[src/rtl/dram_seq.sv]
// dram_seq: clocked 68040-to-FPM-DRAM sequencer with programmable RAS/CAS/precharge timing and CBR refresh.
// Optional macro DRAM_SEQ_BURST_EN turns line (SIZ=11) transfers into 4-beat page-mode bursts.
module dram_seq #(
  parameter int         ROW_W       = 12,
  parameter int         COL_W       = 12,
  parameter int         NBANKS      = 4,
  parameter logic [2:0] DRAM_BASE   = 3'b001,
  parameter int         RAS_CYC     = 2,
  parameter int         CAS_CYC     = 2,
  parameter int         PRE_CYC     = 2,
  parameter int         REFRESH_DIV = 780,
  localparam int        MA_W        = (ROW_W > COL_W) ? ROW_W : COL_W
) (
  input  logic              CLK,
  input  logic              nRESET,
  input  logic [31:0]       A,
  input  logic [1:0]        SIZ,
  input  logic              RnW,
  input  logic              nTS,
  output logic [MA_W-1:0]   MA,
  output logic [NBANKS-1:0] nRAS,
  output logic [3:0]        nCAS,
  output logic              nWE,
  output logic              nTA,
  output logic              busy
);

  localparam int BANK_W   = $clog2(NBANKS);
  localparam int BANK_LSB = COL_W + 2;
  localparam int ROW_LSB  = COL_W + 2 + BANK_W;
  localparam int MAX_CYC  = (RAS_CYC > CAS_CYC) ? ((RAS_CYC > PRE_CYC) ? RAS_CYC : PRE_CYC)
                                                : ((CAS_CYC > PRE_CYC) ? CAS_CYC : PRE_CYC);
  localparam int CNT_W    = (MAX_CYC > 1) ? $clog2(MAX_CYC) : 1;
  localparam int RCNT_W   = (REFRESH_DIV > 1) ? $clog2(REFRESH_DIV) : 1;

  localparam logic [CNT_W-1:0]  RAS_LAST = CNT_W'(RAS_CYC - 1);
  localparam logic [CNT_W-1:0]  CAS_LAST = CNT_W'(CAS_CYC - 1);
  localparam logic [CNT_W-1:0]  PRE_LAST = CNT_W'(PRE_CYC - 1);
  localparam logic [RCNT_W-1:0] REF_LAST = RCNT_W'(REFRESH_DIV - 1);

  typedef enum logic [2:0] {
    IDLE, ROW, COL, ACK, PRE, REF_CAS, REF_RAS, CPAGE
  } state_t;

  state_t             state, state_next;
  logic [CNT_W-1:0]   cnt;
  logic [RCNT_W-1:0]  ref_cnt;
  logic               ref_pending, req_pending;
  logic [COL_W-1:0]   req_col;
  logic [BANK_W-1:0]  req_bank;
  logic [ROW_W-1:0]   req_row;
  logic [3:0]         req_lanes;
  logic               req_rnw;
  logic [COL_W-1:0]   col_cur;
  logic               line_more;
  logic               hit, capture, ref_tick, ref_enter, ack_done;

  // Enabled byte lanes, bit 3 = D31:24 (byte offset 0)
  function automatic logic [3:0] lane_mask(input logic [1:0] a_lo, input logic [1:0] siz);
    case (siz)
      2'b01:   lane_mask = 4'b1000 >> a_lo;
      2'b10:   lane_mask = a_lo[1] ? 4'b0011 : 4'b1100;
      default: lane_mask = 4'b1111;
    endcase
  endfunction

  assign hit       = (A[31:29] == DRAM_BASE);
  assign capture   = !nTS && hit;
  assign ref_tick  = (ref_cnt == REF_LAST);
  assign ref_enter = (state == IDLE) && (state_next == REF_CAS);
  assign ack_done  = (state == ACK) && (state_next == PRE);

`ifdef DRAM_SEQ_BURST_EN
  logic       req_line;
  logic [1:0] beat;

  // Page-mode column walks the low two bits with wrap-around
  assign col_cur   = {req_col[COL_W-1:2], req_col[1:0] + beat};
  assign line_more = req_line && (beat != 2'd3);

  always_ff @(posedge CLK or negedge nRESET) begin
    if (!nRESET) begin
      beat     <= '0;
      req_line <= 1'b0;
    end else begin
      if (capture)
        req_line <= (SIZ == 2'b11);
      if (state == IDLE)
        beat <= '0;
      else if (state == ACK)
        beat <= beat + 2'd1;
    end
  end
`else
  assign col_cur   = req_col;
  assign line_more = 1'b0;
`endif

  // A fresh capture wins over the clear at ACK so a back-to-back request is never lost
  always_ff @(posedge CLK or negedge nRESET) begin
    if (!nRESET) begin
      req_pending <= 1'b0;
      req_col     <= '0;
      req_bank    <= '0;
      req_row     <= '0;
      req_lanes   <= '0;
      req_rnw     <= 1'b1;
    end else if (capture) begin
      req_pending <= 1'b1;
      req_col     <= A[COL_W+1:2];
      req_bank    <= A[BANK_LSB +: BANK_W];
      req_row     <= A[ROW_LSB +: ROW_W];
      req_lanes   <= lane_mask(A[1:0], SIZ);
      req_rnw     <= RnW;
    end else if (ack_done) begin
      req_pending <= 1'b0;
    end
  end

  always_ff @(posedge CLK or negedge nRESET) begin
    if (!nRESET) begin
      ref_cnt     <= '0;
      ref_pending <= 1'b0;
    end else begin
      ref_cnt <= ref_tick ? '0 : ref_cnt + 1'b1;
      if (ref_tick)
        ref_pending <= 1'b1;
      else if (ref_enter)
        ref_pending <= 1'b0;
    end
  end

  always_ff @(posedge CLK or negedge nRESET) begin
    if (!nRESET) begin
      state <= IDLE;
      cnt   <= '0;
    end else begin
      state <= state_next;
      cnt   <= (state_next != state || state == IDLE) ? '0 : cnt + 1'b1;
    end
  end

  // Strobes decode straight from the state so reset releases them in the same cycle
  always_comb begin
    state_next = state;
    MA         = '0;
    nRAS       = '1;
    nCAS       = '1;
    nWE        = 1'b1;
    nTA        = 1'b1;
    busy       = (state != IDLE);
    case (state)
      IDLE: begin
        if (ref_pending)
          state_next = REF_CAS;
        else if (req_pending)
          state_next = ROW;
      end
      ROW: begin
        MA             = MA_W'(req_row);
        nRAS[req_bank] = 1'b0;
        nWE            = req_rnw;
        if (cnt == RAS_LAST)
          state_next = COL;
      end
      COL: begin
        MA             = MA_W'(col_cur);
        nRAS[req_bank] = 1'b0;
        nCAS           = ~req_lanes;
        nWE            = req_rnw;
        if (cnt == CAS_LAST)
          state_next = ACK;
      end
      ACK: begin
        MA             = MA_W'(col_cur);
        nRAS[req_bank] = 1'b0;
        nCAS           = ~req_lanes;
        nWE            = req_rnw;
        nTA            = 1'b0;
        state_next     = line_more ? CPAGE : PRE;
      end
      CPAGE: begin
        MA             = MA_W'(col_cur);
        nRAS[req_bank] = 1'b0;
        nWE            = req_rnw;
        state_next     = COL;
      end
      PRE: begin
        if (cnt == PRE_LAST)
          state_next = IDLE;
      end
      REF_CAS: begin
        nCAS       = '0;
        state_next = REF_RAS;
      end
      REF_RAS: begin
        nRAS = '0;
        nCAS = '0;
        if (cnt == RAS_LAST)
          state_next = PRE;
      end
      default: state_next = IDLE;
    endcase
  end

endmodule

[config.mk]
export PLATFORM = sky130hd
export DESIGN_NAME = dram_seq
export DESIGN_NICKNAME = d
export VERILOG_FILES = /design/src/rtl/dram_seq.sv
export SDC_FILE = /design/constraint.sdc
export NUM_CORES = 1
export LEC_CHECK = 0
export CAP_MARGIN = 0
export CORE_MARGIN = 1
export CORE_UTILIZATION = 49
export DETAILED_ROUTE_END_ITERATION = 7
export MAX_ROUTING_LAYER = met4
export PLACE_DENSITY = 0.76
export RECOVER_POWER = 25
export SLEW_MARGIN = 0
export SYNTH_ARGS = -nofsm -noshare
export SYNTH_HDL_FRONTEND = slang
export SYNTH_SLANG_ARGS = --single-unit
[constraint.sdc]
create_clock -name CLK -period 1.8 [get_ports CLK]
set_clock_uncertainty 0.05 [all_clocks]
set_input_delay 0.45 -clock CLK [delete_from_list [all_inputs] [get_ports CLK]]
set_output_delay 0.45 -clock CLK [all_outputs]
set_load 0.02 [all_outputs]
# == After elaboration in Yosys (flattened, before gate mapping) ==
# Index checks and enable logic that the tools add are counted.
# W data, S select, Z words.
# classes
reduce_logical,14
bitwise,2
magnitude_cmp,2
eq_ne,14
shift,1
n_addsub,2
n_mux,22
# op_table
op,count
$pmux W12 S2,1
$pmux W3 S8,1
$pmux W4 S2,3
$eq A3 B3 Y1 const B,6
$mux W3,6
$add A10 B1 Y10 const B,1
$eq A10 B10 Y1 const B,1
$mux W10,1
$mux W1,8
$not A4 Y4,2
$eq A3 B1 Y1 const B,2
$eq A3 B2 Y1 const B,2
$logic_and A1 B1 Y1,4
$mux W4,1
$reduce_bool A2 Y1,2
$reduce_or A2 Y1,2
$reduce_or A4 Y1,1
$shr A4 B2 Y4 const A,1
$logic_not A3 Y1,1
$lt A2 B3 Y1 const B,1
$ne A3 B3 Y1,1
$reduce_bool A3 Y1,1
$reduce_or A3 Y1,1
$demux W1 S2,1
6 further kinds,6
# word_totals
reg_bits,47
wordCells,67
output_inout_bits,23
input_bits,38

# == Logic depth before layout (Yosys ltp) ==
# Gate-level depths: netlist of run 1.
# depth
depth_word,7
mapped_depth,5
mapped_depth_nobuf,5

# == Worst setup path before layout of run 1 ==
# No wires, ideal clock.
# synth_timing
kind,reg2out
from,register state[2]
to,output nRAS[0]
path_stages_with_launch,5
slack_ns,0.074
arrival_ns,1.226
path_buffers,1
required_time_ns,1.300
cell_sequence,dfrtp_1 -> clkbuf_1 -> nand2b_1 -> o21ai_0 -> a32oi_1
# synth_between
elab_chain_cells,3
elab_cells_between_ends,7
classes_between,5 x eq/ne; 1 x mux; 1 x reduce/logical
# synth_lines
element,line_no,rtl
from (decl),45,"state_t state, state_next;"
from (signal assigned),138,state <= state_next;
$eq A3 B2 Y1 (tied with other cells),152,case (state)
$reduce_or A4 Y1 (no line),--,
$pmux W4 S2 (*),152,
to (decl),21,"output logic [NBANKS-1:0] nRAS,"
# Mark *: on every way between the ends. The rest lies on a longest branch, timed or not.

# == Final worst setup path of run 1 ==
# layout_timing
from,register state[1]
to,output MA[9]
# layout_between
elab_chain_cells,3
elab_cells_between_ends,6
classes_between,4 x eq/ne; 1 x mux; 1 x reduce/logical
# layout_lines
element,line_no,rtl
$eq A3 B2 Y1 or $eq A3 B3 Y1 (tied branches),152,
$reduce_or A3 Y1 (no line),--,
$pmux W12 S2 (*),152,
to (decl),20,"output logic [MA_W-1:0] MA,"
# Marks and branches as above.

==> metrics, run 1 <==
overall routing resource usage=0.2257; sw frac=0.3778; worst-margin pin slew=0.8413 ns; PnR worst setup slack=-0.1887 ns; CTS tree=built; post-synth top area share=0.4863; Die W=71.51 um; vias per cell=5.475; final net count=344; Num CTS Buffers=5; initial drt markers=60; routed via count=1949; largest net degree at the start of global routing=29; DIE HEIGHT=71.51 um; RSZ-0062 raised after global routing=true; number of synthesized flops with an enable pin=0; Post-Place Cells=346; share of cells above drive strength 1=0.2796; combinational share of power=0.542; Yosys top cell by area=dfrtp_1; YS warnings=0; die area=5113 um^2; syn_area_per_cell=11.11 um^2; Sink Count=47; Synth cell types=36; Max-slew headroom=0.4391; wire per inst=14.42 um; PwrDens=1339 nW/um^2; worst endpoint data arrival time=1.49 ns; crit path max fanout=10; global-route wire length before repair=8735 um; drc violations=0; maximum buffer depth of the clock tree=2; Fin. Hold Viols=0; fmax=0.5028 GHz; Startpoint Class=flip-flop; max cap viols=0; hpwl dp=3751 um; Post-synth ARST share=1.000; dpl ws=-0.2874 ns; hold crit path type=in2async; critical path type=reg2out; min Tclk post-route=1.989 ns; Port-buffer cells=59; final number of setup-violating endpoints=22; Clk pin slew, worst setup/hold paths=0.09 ns; predominant post-synthesis flop cell=dfrtp_1; sw power=1685 uW; Total Power=4460 uW; synthesized net count=254; CTS Hold Bufs=0; Core Footprint=4504 um^2; CTS Root Cell=clkbuf_8; Mapped Area=2367 um^2; final worst-path cycle share=1.105; max-slew violation count=0; cells after synthesis=213; final non-filler cell total=356; # H-tree levels=2; leak pwr=0.001547 uW; sequential share of the synthesized area=0.4974; Initial Util=0.5256; Layout area overhead=40.70%; top post-synthesis cells by area=dfrtp_1 49%, mux2_1 12%, a22o_1 8.9%, o21ai_0 2.5%, nor2b_1 2.4%; internal power=2775 uW; antenna cell count=0; status=finished with violations; gpl congestion=0.7895; drt first pass iters=4; vias in the first global route=1954; IO Count=61; Max VDD drop=0.0007029 V; post-route ant nets=0; initial antenna violation count=0; failing checks=negative setup slack; WL final=5132 um; CP Capture Type=output pin; Yosys reg bits=47; required time worst endpoint=1.30 ns; Clk pwr share=0.138; clock latency at the later pin of the worst-skew pair=0.30 ns; FP Rows=24; grt ovf=0; power share of the sequential group=0.319
[per-layer routing]
layer | share of wire | routed length (um) | GRT usage | vias up
met5 | 0 | 0 | - | -
met4 | 0.020 | 102 | 0.07843 | 0
met3 | 0.033 | 168 | 0.04079 | 9
met2 | 0.49 | 2524 | 0.3788 | 40
met1 | 0.46 | 2337 | 0.2763 | 940
li1 | - | - | - | 960
[worst max-delay path, stage by stage, from the launching register on]
cell	delay (ns)
dfrtp_2	0.45
nor2b_1	0.15
buf_4	0.18
a22o_1	0.25
buf_4	0.16
[power groups by stage]
stage / logic (uW) / clock network, uW / registers [uW]
floorplan: 1250 / 0 / 1400
global placement: 2330 / 0 / 1420
detailed placement: 2360 / 0 / 1430
CTS: 2390 / 633 / 1420
global route: 2600 / 657 / 1450
finish: 2420 / 616 / 1420
[state kept, by name, indices dropped and copies added (netlist names)]
| name | flops |
|---|---|
| cnt | 1 |
| col_cur | 12 |
| ref_cnt | 10 |
| ref_pending | 1 |
| req_bank | 2 |
| req_lanes | 4 |
| req_pending | 1 |
| req_rnw | 1 |
| req_row | 12 |
| state | 3 |
[kinds of logic (layout without fill, tap and decap cells)]
logic type | Yosys count | count (layout) | share of synthesized area
adders and majority gates | 3 | 3 | 0.01586
DFF | 47 | 47 | 0.4974
muxes | 25 | 25 | 0.1189
AOI/OAI and AO/OA | 65 | 65 | 0.1929
buffers and inverters | 24 | 115 | 0.04334
xor gates and xnor gates | 6 | 6 | 0.02220
and+or+nand+nor | 43 | 43 | 0.1094
[stage by stage]
step | util | TNS, ns | instance area (um^2) | hold slack [ns]
3_5_place_dp | 0.7214 | -11.40 | 3249 | 0.3470
3_3_place_gp | 0.7214 | -10.85 | 3249 | 0.3462
2_1_floorplan | - | 0 | 2367 | 0.1044
5_1_grt | 0.7394 | -4.233 | 3331 | 0.2380
6_report | 0.7394 | -3.106 | 3331 | 0.1734
4_1_cts | 0.7400 | -3.375 | 3333 | 0.01684
[layout make-up]
type	count	area [um^2]
clock inverters	1	5.005
inverters	12	45.04
repair buffers	95	812.0
multi-input cells	142	1147
flip-flops and latches	47	1180
fillers	342	1174
well taps	52	65.06
clock buffers	7	76.32
[cell usage after synthesis (all sizes together), types with 2 or more instances]
cell / instances
xnor2: 2
a32oi: 4
or3: 3
inv: 12
nand4: 3
ha: 3
o21ai: 18
a21oi: 10
nand2: 7
clkbuf: 4
dfrtp: 46
nor4: 2
nand3: 3
a21o: 3
a31oi: 2
a22o: 24
xor2: 4
nor2: 12
mux2: 25
nor2b: 9
buf: 8
[placed cells by master, fill, tap and decap left out, drive strengths merged, types with 2 or more instances in the layout]
cell type	netlist	final
a21oi	10	10
dfrtp	46	46
xnor2	2	2
nor4	2	2
mux2	25	25
buf	8	58
nand3	3	3
a21o	3	3
nand4	3	3
a22o	24	24
xor2	4	4
clkbuf	4	9
a32oi	4	4
nor2b	9	9
clkdlybuf4s50	0	35
ha	3	3
nor2	12	12
or3	3	3
nand2	7	7
o21ai	18	18
inv	12	12
a31oi	2	2
[timing repair]
item	4_1_cts	5_1_grt
setup buffers	2	0
cloned	0	0
endpoints found under the hold margin	0	0
setup endpoints to repair	23	23
resized for setup	133	6
pin swaps	4	4
[path summary, 6_finish.rpt]
| path | slack (ns) | to | from | cells past startpoint |
|---|---|---|---|---|
| setup / recovery | -0.19 | MA[9] | state[1]$_DFF_PN0_ | 4 |
| hold / removal | 0.17 | ref_cnt[9]$_DFF_PN0_ | nRESET | 1 |
| setup reg to reg | 0.27 | ref_cnt[1]$_DFF_PN0_ | ref_cnt[0]$_DFF_PN0_ | 4 |
| hold reg to reg | 0.45 | req_row[11]$_DFFE_PN0P_ | req_row[11]$_DFFE_PN0P_ | 1 |
| max in group asynchronous | 0.43 | state[2]$_DFF_PN0_ | nRESET | 2 |
| min in group CLK | 0.45 | req_row[11]$_DFFE_PN0P_ | req_row[11]$_DFFE_PN0P_ | 1 |
Power figures use the tool's default switching activity.
==> run 2: changes to the inputs <==
- CORE_MARGIN: 1 -> 4
==> run 2 against run 1 <==
The flow still finishes with violations (negative setup slack). Sequential cell count unchanged. Largest cell class unchanged. Worst hold slack improved by 0.062 ns. First-iteration DRC count increased by 28%. Largest power group unchanged. Power increased by 7.8%. Sequential power about the same.
==> metrics, run 2 (synthesis results as in run 1) <==
vias in the first global route=2032 (was 1954); fin util=0.7379 (was 0.7394); largest net degree at the start of global routing=27 (was 29); clock latency at the later pin of the worst-skew pair=0.31 ns (was 0.30 ns); max-slew violation count=0 (unchanged); vias per cell=5.450 (was 5.475); Port-buffer cells=59 (unchanged); Clk pwr share=0.136 (was 0.138); drt first pass iters=4 (unchanged); overall routing resource usage=0.2083 (was 0.2257); Die W=77.51 um (was 71.51 um); internal power=2983 uW (was 2775 uW); CTS tree=built (unchanged); CTS Root Cell=clkbuf_8 (unchanged); final number of setup-violating endpoints=23 (was 22); number of fillers in the final layout=341 (was 342); DIE HEIGHT=77.51 um (was 71.51 um); fmax=0.4894 GHz (was 0.5028 GHz); most frequent cells in the layout=44 x dfrtp_1, 39 x buf_4, 35 x clkdlybuf4s50_1 (unchanged); grt ovf=0 (unchanged); Initial Util=0.5045 (was 0.5256); Clk pin slew, worst setup/hold paths=0.10 ns (was 0.09 ns); WL final=5722 um (was 5132 um); Critical Path Start=state[2]$_DFF_PN0_ (was state[1]$_DFF_PN0_); critical path type=reg2out (unchanged); initial antenna violation count=0 (unchanged); CP Capture Type=output pin (unchanged); sw power=1824 uW (was 1685 uW); worst endpoint data arrival time=1.54 ns (was 1.49 ns); hold crit path type=in2async (unchanged); leak pwr=0.001588 uW (was 0.001547 uW); r2r setup slk=0.26 ns (was 0.27 ns); hpwl dp=3924 um (was 3751 um); Max VDD drop=0.0005852 V (was 0.0007029 V); Fin. Hold Viols=0 (unchanged); share of cells above drive strength 1=0.2955 (was 0.2796); drc violations=0 (unchanged); crit path max fanout=6 (was 10); path depth of the worst reg2reg path=4 (unchanged); final worst-path cycle share=1.135 (was 1.105); FP Rows=25 (was 24); max cap viols=0 (unchanged); Max-slew headroom=0.3210 (was 0.4391); Sink Count=47 (unchanged); sw frac=0.3795 (was 0.3778); min Tclk post-route=2.043 ns (was 1.989 ns); global-route wire length before repair=9639 um (was 8735 um); Post-Place Cells=345 (was 346); final net count=348 (was 344); capturing point of the worst reg2reg path=ref_cnt[1]$_DFF_PN0_ (unchanged); antenna cell count=0 (unchanged); initial drt markers=77 (was 60); Setup crit end=MA[8] (was MA[9]); maximum buffer depth of the clock tree=2 (unchanged); IO Count=61 (unchanged); routed via count=1973 (was 1949); wire per inst=15.81 um (was 14.42 um); PwrDens=1389 nW/um^2 (was 1339 nW/um^2); Core Footprint=4692 um^2 (was 4504 um^2); CTS Hold Bufs=0 (unchanged); commonest non-fill, non-tap cell in the layout=dfrtp_1 (unchanged); RSZ-0062 raised after global routing=true (unchanged); post-route ant nets=0 (unchanged); combinational share of power=0.563 (was 0.542); failing checks=negative setup slack (unchanged); Layout area overhead=46.25% (was 40.70%); status=finished with violations (unchanged); Startpoint Class=flip-flop (unchanged); Num CTS Buffers=5 (unchanged); required time worst endpoint=1.30 ns (about the same); final non-filler cell total=362 (was 356); power share of the sequential group=0.302 (was 0.319); worst-margin pin slew=1.019 ns (was 0.8413 ns); gpl congestion=0.7497 (was 0.7895); # H-tree levels=2 (unchanged); die area=6007 um^2 (was 5113 um^2); PnR worst setup slack=-0.2431 ns (was -0.1887 ns); Reg2Reg Launch Point=ref_cnt[0]$_DFF_PN0_ (unchanged)
-- run 2: power by group through the flow --
stage	Clock [uW]	Combinational, uW	Sequential [uW]
after CTS	671	2550	1440
after detailed placement	0	2340	1430
after floorplan	0	1250	1400
final	653	2700	1450
after global placement	0	2310	1420
after global routing	718	2890	1480
-- run 2: per-stage QoR --
step | hold WS [ns] | total power [uW] | setup TNS, ns | setup WS (ns) | cell area, um^2
6_report | 0.2350 | 4808 | -3.991 | -0.2431 | 3462
5_1_grt | 0.3218 | 5088 | -5.340 | -0.2963 | 3462
4_1_cts | 0.03462 | 4662 | -4.111 | -0.2423 | 3417
3_5_place_dp | 0.3727 | 3767 | -12.07 | -0.3557 | 3229
3_3_place_gp | 0.3672 | 3722 | -11.11 | -0.3131 | 3229
2_1_floorplan | 0.1044 | 2644 | 0 | 0.07419 | 2367
-- run 2: timing repair --
| item | 4_1_cts | 5_1_grt |
|---|---|---|
| gates cloned | 1 | 0 |
| setup buffers | 7 | 1 |
| resized for setup | 146 | 16 |
| endpoints found under the setup margin | 23 | 23 |
| pin swaps | 10 | 11 |
-- run 2: metal layers --
metal  track usage  up-vias  part of all wire
li1              -      963                 -
met1        0.2474      963              0.43
met2        0.3523       39              0.52
met3       0.04060        8             0.033
met4       0.07651        0             0.019
met5             -        -                 0
-- run 2: worst min path at each step --
stage                       from                       to  slack, ns  depth (start not counted)
after floorplan           nRESET            cnt$_DFF_PN0_       0.10                          0
after global placement    nRESET   col_cur[4]$_DFFE_PN0P_       0.37                          1
after detailed placement  nRESET   col_cur[4]$_DFFE_PN0P_       0.37                          1
after CTS                 nRESET  req_row[10]$_DFFE_PN0P_       0.03                          1
after global routing      nRESET  req_row[10]$_DFFE_PN0P_       0.32                          1
final                     nRESET  req_row[10]$_DFFE_PN0P_       0.23                          1
-- run 2: critical path: stages (launching register included) --
cell and delay, ns:
dfrtp_2 0.49, nor2_4 0.06, buf_6 0.13, a22o_1 0.21, a22o_1 0.20, buf_6 0.13
-- run 2: cell type report --
type	count	area [um^2]	share of cell area
clock inverter	3	25.02	0.007228
clock buffer	5	68.82	0.01988
sequential	47	1180	0.3408
timing repair buffer	99	917.1	0.2649
inverter	12	45.04	0.01301
tap	54	67.56	0.01952
multi-input combinational	142	1159	0.3347
